==> src/rtl/agu_seq.sv <==
// Job sequencer in front of the address generation unit: clears/steps the AGU,
// issues one read strobe per address and re-times it to the returning read data.
//   state | meaning
//   IDLE  | waiting for start
//   CLR   | one cycle, AGU cleared to address 0
//   RUN   | one read per unstalled cycle
//   DRAIN | waiting for the last read to leave the latency pipe
module agu_seq #(
  parameter int BWCOUNT = 24,
  parameter int RDLAT   = 2
) (
  input  logic               clk,
  input  logic               rst,
  input  logic               start,
  input  logic [BWCOUNT-1:0] total,
  input  logic               stall,
  output logic               busy,
  output logic               done,
  output logic               agu_clr,
  output logic               agu_step,
  output logic               rd_en,
  output logic               rd_valid,
  output logic               rd_last
);

  typedef enum logic [1:0] {
    S_IDLE,
    S_CLR,
    S_RUN,
    S_DRAIN
  } state_t;

  state_t             state;
  state_t             state_nx;
  logic [BWCOUNT-1:0] rem;
  logic [BWCOUNT-1:0] rem_nx;
  logic [RDLAT-1:0]   v_pipe;
  logic [RDLAT-1:0]   l_pipe;
  logic               final_issue;
  logic               done_nx;

  always_comb begin
    state_nx    = state;
    rem_nx      = rem;
    agu_clr     = 1'b0;
    agu_step    = 1'b0;
    rd_en       = 1'b0;
    final_issue = 1'b0;
    done_nx     = 1'b0;
    case (state)
      S_IDLE: begin
        if (start) begin
          if (total != '0) begin
            rem_nx   = total;
            state_nx = S_CLR;
          end else begin
            done_nx = 1'b1;
          end
        end
      end
      S_CLR: begin
        agu_clr  = 1'b1;
        agu_step = 1'b1;
        state_nx = S_RUN;
      end
      S_RUN: begin
        if (!stall) begin
          rd_en  = 1'b1;
          rem_nx = rem - BWCOUNT'(1);
          // the AGU keeps its last address once the final read is issued
          if (rem > BWCOUNT'(1)) begin
            agu_step = 1'b1;
          end else begin
            final_issue = 1'b1;
            state_nx    = S_DRAIN;
          end
        end
      end
      S_DRAIN: begin
        if (rd_last) begin
          state_nx = S_IDLE;
          done_nx  = 1'b1;
        end
      end
      default: state_nx = S_IDLE;
    endcase
  end

  always_ff @(posedge clk) begin
    if (rst) begin
      state  <= S_IDLE;
      rem    <= '0;
      busy   <= 1'b0;
      done   <= 1'b0;
      v_pipe <= '0;
      l_pipe <= '0;
    end else begin
      state  <= state_nx;
      rem    <= rem_nx;
      busy   <= (state_nx != S_IDLE);
      done   <= done_nx;
      v_pipe <= (v_pipe << 1) | RDLAT'(rd_en);
      l_pipe <= (l_pipe << 1) | RDLAT'(final_issue);
    end
  end

  assign rd_valid = v_pipe[RDLAT-1];
  assign rd_last  = l_pipe[RDLAT-1];

endmodule
==> config.mk <==
export PLATFORM = sky130hd
export DESIGN_NAME = agu_seq
export DESIGN_NICKNAME = d
export VERILOG_FILES = /design/src/rtl/agu_seq.sv
export SDC_FILE = /design/constraint.sdc
export NUM_CORES = 1
export LEC_CHECK = 0
export BUFFER_PORTS_ARGS = -buffer_cell sky130_fd_sc_hd__buf_2
export CAP_MARGIN = 20
export CORE_AREA = 4 4 83 85
export DETAILED_ROUTE_END_ITERATION = 10
export DIE_AREA = 0 0 87 89
export PLACE_DENSITY = 0.56
export SYNTH_ARGS = -nofsm -noshare
export SYNTH_HDL_FRONTEND = slang
export SYNTH_SLANG_ARGS = --single-unit
export TNS_END_PERCENT = 1
==> constraint.sdc <==
create_clock -name clk -period 1.8 [get_ports clk]
set_clock_uncertainty 0.1 [all_clocks]
set_input_delay 0 -clock clk [delete_from_list [all_inputs] [get_ports clk]]
set_output_delay 0 -clock clk [all_outputs]
set_load 0.05 [all_outputs]
# After elaboration in Yosys (flattened, before gate mapping)
# Cells that the tools add are included.
# totals
ff_bits	32
input_bits	28
out_inout_bits	7
elab_cells	44
# classes
n_addsub	1
n_lt_le_gt_ge	1
eq_ne	6
mux	23
bitwise	2
n_reduce_logical	5
# ops
operator	count
2-to-1 mux 24 bit	3
one-hot mux 24 bit (2 select lines)	1
greater-than comparator 24 x 1 -> 1 bit (second input constant)	1
nonzero test 24 bit	1
subtractor 24 x 1 -> 24 bit (second input constant)	1
2-to-1 mux 1 bit	11
2-to-1 mux 2 bit	5
one-hot mux 2 bit (4 select lines)	1
!= test 2 bit (second input constant)	3
equality test 2 bit (second input constant)	2
bitwise OR 2 x 1 -> 2 bit	2
one-hot mux 1 bit (2 select lines)	2
AND reduction 4 bit	1
nonzero test 2 bit	2
equality test 2 x 1 -> 1 bit (second input constant)	1
logical NOT 2 bit	1

# Logic depth before layout (Yosys ltp)
# Gate-level depths: netlist of the first run.
# depth
word_depth	5
depth_mapped	10

# Worst setup path before layout of the first run
# Ideal clock, no wire load.
# synth_path
kind	register to register
from	register state[0]
to	register rem[11]
setup_time_ns	0.070
arrival_ns	2.081
setup_slack_ns	-0.451
path_stages_with_launch	11
period_less_slack_ns	2.251
path_cell_list	dfxtp_1 -> inv_1 -> ha_1 -> buf_2 -> nand2b_1 -> inv_1 -> o21ba_2 -> o21a_1 -> clkbuf_1 -> o21ai_0 -> a21oi_1
# synth_via
elab_chain_len	3
elab_cells_between_ends	8
classes_between	eq/ne (4); mux (1); reduce/logical (3)
# synth_lines
element	line	text
from (decl)	33	state_t state;
from (signal assigned)	98	state <= state_nx;
equality test 2 bit or logical NOT 2 bit (tied branches)	50	case (state)
!= test 2 bit (no source line) or nonzero test 2 bit (tied branches)	-	
AND reduction 4 bit (no source line)	-	
to (signal assigned)	99	rem <= rem_nx;
to (decl)	35	logic [BWCOUNT-1:0] rem;
# Several ways; a longest one is shown, not always the timed one.
# A chain may end at the register's enable or synchronous reset.

# Final worst setup path of the first run
# layout_path
from	register rem[5]
to	output port agu_step
# layout_via
elab_chain_len	4
# layout_lines
element	line	text
greater-than comparator 24 x 1 -> 1 bit	71	if (rem > BWCOUNT'(1)) begin
2-to-1 mux 1 bit	71	
2-to-1 mux 1 bit	67	if (!stall) begin
one-hot mux 1 bit (2 select lines)	50	
to (decl)	20	output logic agu_step,
# Every way passes these cells.

==> out/qor.csv, run 1 <==
metric,value,unit
vias,2471,
placementRows,29,
async_reset_ff_share,0,%
ant_nets,0,
gp_congestion,0.8549,
antenna_found_initial,0,
core-area,6205,sq um
whs_path_depth,3,
drt-pass1-iter-count,4,
seq_area_frac_synth,30.12,%
finalWorstSetupSlack,-0.1511,ns
overflow,0,
r2r-start,rem[5],
cts_max_level,2,
viasPerCell,5.479,
mostFrequentLayoutCells,"58 x buf_4, 33 x buf_2, 28 x a21oi_1",
status,"finished, violations left",
tritoncts,yes,
hold_path_end,rem[23],
relSlewSlack,60.63,%
cp.arrival,1.85,ns
synth_top_area_share,30.12,%
synth_top_area_cell,dfxtp_1,
die_w,87,um
cts.sinks,32,
r2r-end,busy,
violations,negative setup slack,
critical_path_class,reg2out,
yosys-top-cells-area,"dfxtp_1 30%, a21oi_1 7.1%, ha_1 4.1%",
worst_slew_pin_slew,0.5906,ns
path_clk_slew,0.07,ns
cap_violations,0,
ys_ff_latch,32,
final_layout_size_suffix_gt1_share,40.64,%
grt_pass1_wl,11.29,mm
start_util,34.28,%
grt.total_usage,18.74,%
setup_viol,9,
cp-start-kind,flip-flop,
rsz0062_at_grt,true,
drcViolationCount,0,
min_from,total[23],
cts_buffers,5,
syn-num-nets,307,
syn_inst,272,
totalNegativeSetupSlack,-0.4783,ns
report.final.slew_viol_count,0,
clockBufferDepth,2,
first_iter_violations,139,
wirelength,7.137,mm
syn_area,2127,sq um
regToRegSetupSlack,-0.09,ns
cp.required,1.70,ns
n_fill_cell,604,
irDropWorstVdd,0.4677,mV
antenna_cells,0,
endpoint_kind,primary output,
period_share,108.4,%
ios,35,
powerDensity,937.6,nW/um^2
ys.flop_type,dfxtp_1,
syn2layout_area_growth,51.76,%
grt_pass1_vias,2407,
routedWlPerCell,15.82,um
cellLeakagePower,1.303,nW
grt_max_degree,29,
ff2ff_path_depth,7,
port_buffers,34,
ys_warn_count,0,
dp_hpwl,5.216,mm
final_hold_viol_count,0,
cp_max_fo,4,
design.die.area,7743,sq um
max_freq,0.5125,GHz
avgSynthCellArea,7.820,sq um
fin_nets,408,
report.power.total,3.027,mW
clock_latency,0.29,ns
final_common_cell,buf_4,
hold_path_class,in2reg,
synth_edf_count,0,
period_needed,1.951,ns
cts_root_buffer,clkbuf_8,
dieHeight,89,um
ys_types,53,
-- where the power goes --
part           total [mW]  switching (mW)  internal, mW  leakage (nW)
Sequential          0.880          0.0821         0.797         0.266
Clock               0.703           0.292         0.411        0.0552
Combinational        1.44           0.750         0.694         0.982
Total                3.03            1.12          1.90          1.30
-- Yosys cell counts, drive strengths merged, types with 2 or more instances --
cell type and instances:
o2bb2ai 3, inv 9, nor4 13, nand2 17, o31a 4, clkbuf 11
a31oi 5, a221oi 2, nand4 7, nor2b 11, buf 3, or3 7
nor3 11, or4 2, a32oi 2, a211oi 2, o32ai 5, ha 7
a21o 3, dfxtp 32, o21a 7, nand2b 6, nand3 3, nor2 23
mux2 2, nand4b 2, o21ai 28, a21oi 30
-- cell families after synthesis --
logic type / after synthesis / synth area share (%)
muxes: 3 / 1.529
and+or+nand+nor: 108 / 30.18
buffers and inverters: 23 / 4.235
DFF: 32 / 30.12
AOI/OAI and AO/OA: 99 / 29.82
adders and majority gates: 7 / 4.117
-- registers in the layout (all words and copies together), names as in the netlist --
name and count:
busy 1, state 2, l_pipe 2, done 1, v_pipe 2, rem 24
-- per-layer routing --
layer | GRT usage [%] | routed length, um | vias up
met4 | 7.790 | 149 | 0
met1 | 22.75 | 3227 | 1183
met5 | 0 | 0 | -
li1 | - | - | 1224
met2 | 32.51 | 3424 | 51
met3 | 3.502 | 335 | 13
-- area by class of cell --
class | count | area (sq um) | area share [%]
multi-input cells | 217 | 1549 | 47.98
repair buffers | 108 | 785.8 | 24.34
flip-flops and latches | 32 | 651.9 | 20.19
well taps | 77 | 96.34 | 2.984
clock buffers | 6 | 72.57 | 2.248
inverters | 9 | 37.54 | 1.163
clock inverters | 2 | 35.03 | 1.085
-- how the worst max path moves through the flow --
| stage | slack, ns | from | cells after the start | endpoint |
|---|---|---|---|---|
| after floorplan | -0.16 | state[0] | 10 | rem[18] |
| after global placement | -0.08 | rem[1] | 7 | rem[14] |
| after detailed placement | -0.12 | rem[0] | 7 | rem[14] |
| after CTS | -0.17 | rem[9] | 5 | agu_step |
| after global routing | -0.23 | rem[5] | 6 | agu_step |
| final | -0.15 | rem[5] | 6 | agu_step |
-- repair_timing --
item / 4_1_cts / 5_1_grt
pin swaps: 8 / 6
setup buffers: 3 / 0
endpoints found under the setup margin: 18 / 23
gates resized for setup: 27 / 13
hold buffers: 12 / 0
hold endpoints to repair: 12 / 0
-- critical path, stage by stage (launching register included) --
cell and delay, ns:
dfxtp_2 0.34, or3_4 0.39, buf_6 0.15, nor3_4 0.21, a31oi_2 0.12, o21a_1 0.19
buf_6 0.15
-- metrics by stage --
| step | util [%] | hold slack, ns | cells | setup WS, ns | instance area [sq um] |
|---|---|---|---|---|---|
| floorplan | - | 0.1123 | 272 | -0.1630 | 2198 |
| global placement | 45.76 | 0.2658 | 428 | -0.08359 | 2839 |
| detailed placement | 45.76 | 0.2677 | 428 | -0.1155 | 2839 |
| CTS | 51.12 | 0.004296 | 451 | -0.1731 | 3172 |
| global route | 52.03 | 0.05227 | 451 | -0.2289 | 3228 |
| finish | 52.03 | 0.01092 | 451 | -0.1511 | 3228 |
Power figures use the tool's default switching activity.
==> run 2, diff against run 1 <==
--- a/config.mk
+++ b/config.mk
@@ -5,11 +5,12 @@
 export SDC_FILE = /design/constraint.sdc
 export NUM_CORES = 1
 export LEC_CHECK = 0
+export ABC_AREA = 1
 export BUFFER_PORTS_ARGS = -buffer_cell sky130_fd_sc_hd__buf_2
 export CAP_MARGIN = 20
-export CORE_AREA = 4 4 83 85
+export CORE_AREA = 4 4 86 88
 export DETAILED_ROUTE_END_ITERATION = 10
-export DIE_AREA = 0 0 87 89
+export DIE_AREA = 0 0 90 92
 export PLACE_DENSITY = 0.56
 export SYNTH_ARGS = -nofsm -noshare
 export SYNTH_HDL_FRONTEND = slang
==> run 2 against run 1 <==
- the run now ends clean
- core utilization is 6.4 points lower
- wire length down 3.3%
- power is 0.93% higher
- critical path depth up 5
- sequential cell count did not move
- first-iteration DRC count increased by 2.9%
- synthesized area rose by 6.9%
- combinational power rose by 10%
- highest routed layer unchanged
==> out/qor.csv, run 2 <==
metric,value,unit
status,finished clean,
ys_types,29,
largest-register,rem,
finalWorstSetupSlack,0.06887,ns
cts.sinks,32,
totalNegativeSetupSlack,0,ns
final_cells,531,
synth.most_common_cell,nand2_1,
irDropWorstVdd,0.6164,mV
slowest_stage,dfxtp_1,
yosys.area_share.simple,45.38,%
gp_congestion,0.8752,
synth_top_area_cell,dfxtp_1,
synth_top_area_share,28.16,%
report.power.total,3.055,mW
synth_common_cells,"117 x nand2_1, 76 x nor2_1, 32 x dfxtp_1",
fin_nets,486,
powerDensity,1008,nW/um^2
design.die.area,8280,sq um
period_share,96.17,%
cp.arrival,1.81,ns
endpoint_kind,flip-flop,
fin_hold_ws,0.006899,ns
ios,35,
synth_top_family_by_area,simple AND/OR/NAND/NOR gates,
ys.flop_type,dfxtp_1,
port_buffers,34,
synth_compound_area_share,11.22,%
crit_family,buffers and inverters,
cts_max_level,2,
antenna_found_initial,0,
drcViolationCount,0,
overflow,0,
antenna_cells,0,
syn2layout_area_growth,33.17,%
syn-num-nets,415,
dieHeight,92,um
syn_area,2275,sq um
cts_buffers,5,
dp_cells,497,
dp_slack,0.06833,ns
dpl-instance-area,2610,sq um
ant_nets,0,
final_layout_size_suffix_gt1_share,20.18,%
largest_register_ffs,24,
tritoncts,yes,
max_freq,0.5777,GHz
cts_root_buffer,clkbuf_8,
final_hold_viol_count,0,
n_fill_cell,709,
vias,2538,
postLayoutCellArea,3029,sq um
synth_edf_count,0,
crit_buf_inv,4,
start_util,34.24,%
syn_inst,380,
grt.total_usage,16.66,%
clockBufferDepth,2,
grt_max_degree,27,
slowest_delay,0.31,ns
ys_ff_latch,32,
routedWlPerCell,13.00,um
rsz0062_at_grt,true,
hold_path_class,in2reg,
period_needed,1.731,ns
core-area,6644,sq um
cap_violations,0,
grt_pass1_vias,2347,
cp-start-kind,flip-flop,
worst_slew_pin_slew,0.4299,ns
wirelength,6.904,mm
yosys-top-cells-area,"dfxtp_1 28%, nand2_1 19%, nor2_1 13%",
first_iter_violations,143,
synth_xor_area_share,2.695,%
drt-pass1-iter-count,4,
report.final.slew_viol_count,0,
muxShareOfSynthArea,0,%
cp.required,1.88,ns
grt_pass1_wl,11.10,mm
final_common_cell,nand2_1,
synth_fa_ha_area_share,3.850,%
relSlewSlack,71.31,%
ys_warn_count,0,
viasPerCell,4.780,
cellLeakagePower,1.450,nW
crit_chain,inv_1 > ha_2 > inv_4 > nor2_8 > inv_2 > nand2_4 > a21boi_4 > buf_12 > o21ai_0 > nand2_1 > nor2_1,
utilization,45.59,%
mostFrequentLayoutCells,"116 x nand2_1, 71 x nor2_1, 33 x buf_2",
dp_hpwl,4.877,mm
clock_latency,0.28,ns
cp_max_fo,11,
path_clk_slew,0.07,ns
placementRows,30,
avgSynthCellArea,5.986,sq um
seq_area_frac_synth,28.16,%
critical_path_class,reg2reg,
die_w,90,um
setup_viol,0,
async_reset_ff_share,0,%
==> run 2: path summary, 6_finish.rpt <==
check / from / slack (ns) / cells past startpoint / to
setup / recovery: state[0] / 0.07 / 11 / rem[6]
hold / removal: total[20] / 0.007 / 5 / rem[20]
setup reg to reg: state[0] / 0.07 / 11 / rem[6]
hold reg to reg: l_pipe[0] / 0.30 / 2 / l_pipe[1]
==> run 2: cell type report <==
class | instances | area (sq um) | share of cell area (%)
timing repair buffer | 76 | 600.6 | 19.83
multi-input combinational | 304 | 1485 | 49.03
clock inverter | 1 | 5.005 | 0.1652
clock buffer | 6 | 72.57 | 2.396
tap | 80 | 100.1 | 3.304
inverter | 32 | 122.6 | 4.048
sequential | 32 | 643.1 | 21.23
==> run 2: what timing repair did <==
item,in CTS,in global routing
endpoints found under the hold margin,21,0
gates cloned,0,1
hold buffers,20,0
buffers inserted,0,6
pin swaps,0,6
gates resized for setup,3,17
endpoints found under the setup margin,1,26
==> run 2: kinds of logic after synthesis <==
| group | Yosys count |
|---|---|
| xor+xnor | 7 |
| compound gates | 47 |
| flops | 32 |
| simple gates | 243 |
| buf+inv | 44 |
| fa+ha+maj | 7 |
==> run 2: metal layers <==
metal / global-route usage, % / vias to the layer above / wire [um]
met5: 0 / - / 0
met4: 5.485 / 0 / 133
met3: 2.953 / 13 / 288
met2: 28.69 / 54 / 3286
met1: 21.04 / 1129 / 3196
li1: - / 1342 / -
==> run 2: worst min-delay path: stages <==
cell,delay (ns)
buf_2,0.10
nand2_1,0.09
nand2_1,0.06
nand2_1,0.05
a21oi_1,0.05
==> run 2: report_power, final <==
part | internal, mW | switching (mW) | leakage (nW)
combinational | 0.658 | 0.927 | 1.14
clock | 0.263 | 0.260 | 0.0410
sequential | 0.820 | 0.126 | 0.264
==> run 3, diff against run 2 <==
--- a/config.mk
+++ b/config.mk
@@ -8,10 +8,10 @@
 export ABC_AREA = 1
 export BUFFER_PORTS_ARGS = -buffer_cell sky130_fd_sc_hd__buf_2
 export CAP_MARGIN = 20
-export CORE_AREA = 4 4 86 88
+export CORE_AREA = 4 4 81 83
 export DETAILED_ROUTE_END_ITERATION = 10
-export DIE_AREA = 0 0 90 92
-export PLACE_DENSITY = 0.56
+export DIE_AREA = 0 0 85 87
+export PLACE_DENSITY = 0.59
 export SYNTH_ARGS = -nofsm -noshare
 export SYNTH_HDL_FRONTEND = slang
 export SYNTH_SLANG_ARGS = --single-unit
==> constraint.sdc (replaced) <==
create_clock -name clk -period 2 [get_ports clk]
set_clock_uncertainty 0.1 [all_clocks]
set_input_delay 0 -clock clk [delete_from_list [all_inputs] [get_ports clk]]
set_output_delay 0 -clock clk [all_outputs]
set_load 0.05 [all_outputs]
==> run 3 against run 2 <==
- global-route usage rose by 1.7 points
- sequential power fell by 10%
- cell count is 4.0% lower
==> out/qor.csv, run 3 (synthesized netlist as in run 2, its figures left out) <==
metric,value,unit
antenna_cells,0,
max_freq,0.5184,GHz
crit_chain,inv_1 > ha_1 > inv_4 > nand2_1 > nand2_4 > a21boi_4 > buf_12 > o21ai_0 > nand2_1 > nor2_1,
mostFrequentLayoutCells,"117 x nand2_1, 76 x nor2_1, 33 x buf_2",
totalNegativeSetupSlack,0,ns
cts_root_buffer,clkbuf_8,
tritoncts,yes,
placementRows,28,
vias,2418,
utilization,48.48,%
largest-register,rem,
dpl-instance-area,2506,sq um
grt_pass1_vias,2358,
syn2layout_area_growth,24.70,%
die_w,85,um
port_buffers,34,
irDropWorstVdd,0.4692,mV
viasPerCell,4.741,
multi_input_area,1446,sq um
status,finished clean,
grt.total_usage,18.35,%
first_iter_violations,127,
dp_slack,0.08844,ns
critical_path_class,reg2reg,
ios,35,
crit_family,buffers and inverters,
report.final.slew_viol_count,0,
cts.sinks,32,
gp_congestion,0.8598,
slowest_stage,dfxtp_1,
cellLeakagePower,1.364,nW
postLayoutCellArea,2836,sq um
slowest_delay,0.38,ns
routedWlPerCell,12.39,um
post-cts-setup-buffers,0,
worst_slew_pin_slew,0.4184,ns
clock_latency,0.29,ns
register_area,640.6,sq um
design.die.area,7395,sq um
rsz0062_at_grt,true,
fin_nets,469,
cap_violations,0,
relSlewSlack,72.07,%
ant_nets,0,
setup_viol,0,
period_share,96.46,%
crit_buf_inv,3,
largest_register_ffs,24,
overflow,0,
path_clk_slew,0.07,ns
drt-pass1-iter-count,5,
core-area,5851,sq um
endpoint_kind,flip-flop,
final_layout_size_suffix_gt1_share,13.79,%
antenna_found_initial,0,
final_common_cell,nand2_1,
cts_buffers,5,
drcViolationCount,0,
clockBufferDepth,2,
powerDensity,933.2,nW/um^2
n_fill_cell,610,
report.power.total,2.647,mW
grt_pass1_wl,10.92,mm
dp_hpwl,4.683,mm
finalWorstSetupSlack,0.07085,ns
grt_max_degree,27,
final_hold_viol_count,0,
cts_max_level,2,
dieHeight,87,um
cp-start-kind,flip-flop,
cp.required,2.09,ns
cp.arrival,2.02,ns
period_needed,1.929,ns
wirelength,6.318,mm
hold_path_class,in2reg,
start_util,38.88,%
cp_max_fo,21,
crit_path_frequent_cell,nand2_1,
-- run 3: routing by layer --
metal | GRT usage (%) | vias up | wire (um)
li1 | - | 1313 | -
met1 | 24.14 | 1048 | 2957
met2 | 31.29 | 53 | 2977
met3 | 2.933 | 4 | 327
met4 | 4.748 | 0 | 55
met5 | 0 | - | 0
-- run 3: per-stage QoR --
step / hold slack (ns) / instances
floorplan: -0.05239 / 380
global placement: 0.2311 / 481
detailed placement: 0.2252 / 481
CTS: 0.001349 / 510
global route: 0.03922 / 510
finish: 0.001435 / 510
-- run 3: layout make-up --
type,count,share of cell area (%)
Timing Repair Buffer,59,15.00
Inverter,32,4.323
Multi-Input combinational cell,304,50.99
Tap cell,75,3.308
Clock inverter,2,1.235
Clock buffer,6,2.558
Sequential cell,32,22.58
-- run 3: tightest hold or removal path: cells and delay by family --
| family | cells | cell delay (ns) |
|---|---|---|
| simple gates | 3 | 0.18 |
| buf+inv | 1 | 0.09 |
| compound gates | 1 | 0.08 |
-- run 3: worst paths after layout --
check,cells after the start,slack (ns),endpoint,from
max,10,0.07,rem[6],state[0]
max reg2reg,10,0.07,rem[6],state[0]
min,5,0.001,rem[18],total[18]
min reg2reg,2,0.31,l_pipe[1],l_pipe[0]
-- run 3: power by group --
part	switching, mW	total [mW]	internal [mW]	leakage [nW]
sequential	0.112	0.849	0.737	0.263
clock	0.243	0.612	0.370	0.0552
combinational	0.762	1.19	0.424	1.05
-- run 3: what timing repair did --
item                       in CTS  in global routing
gates resized for setup         0                  4
hold endpoints to repair       22                  0
hold buffers                   21                  0
setup endpoints to repair       0                 24
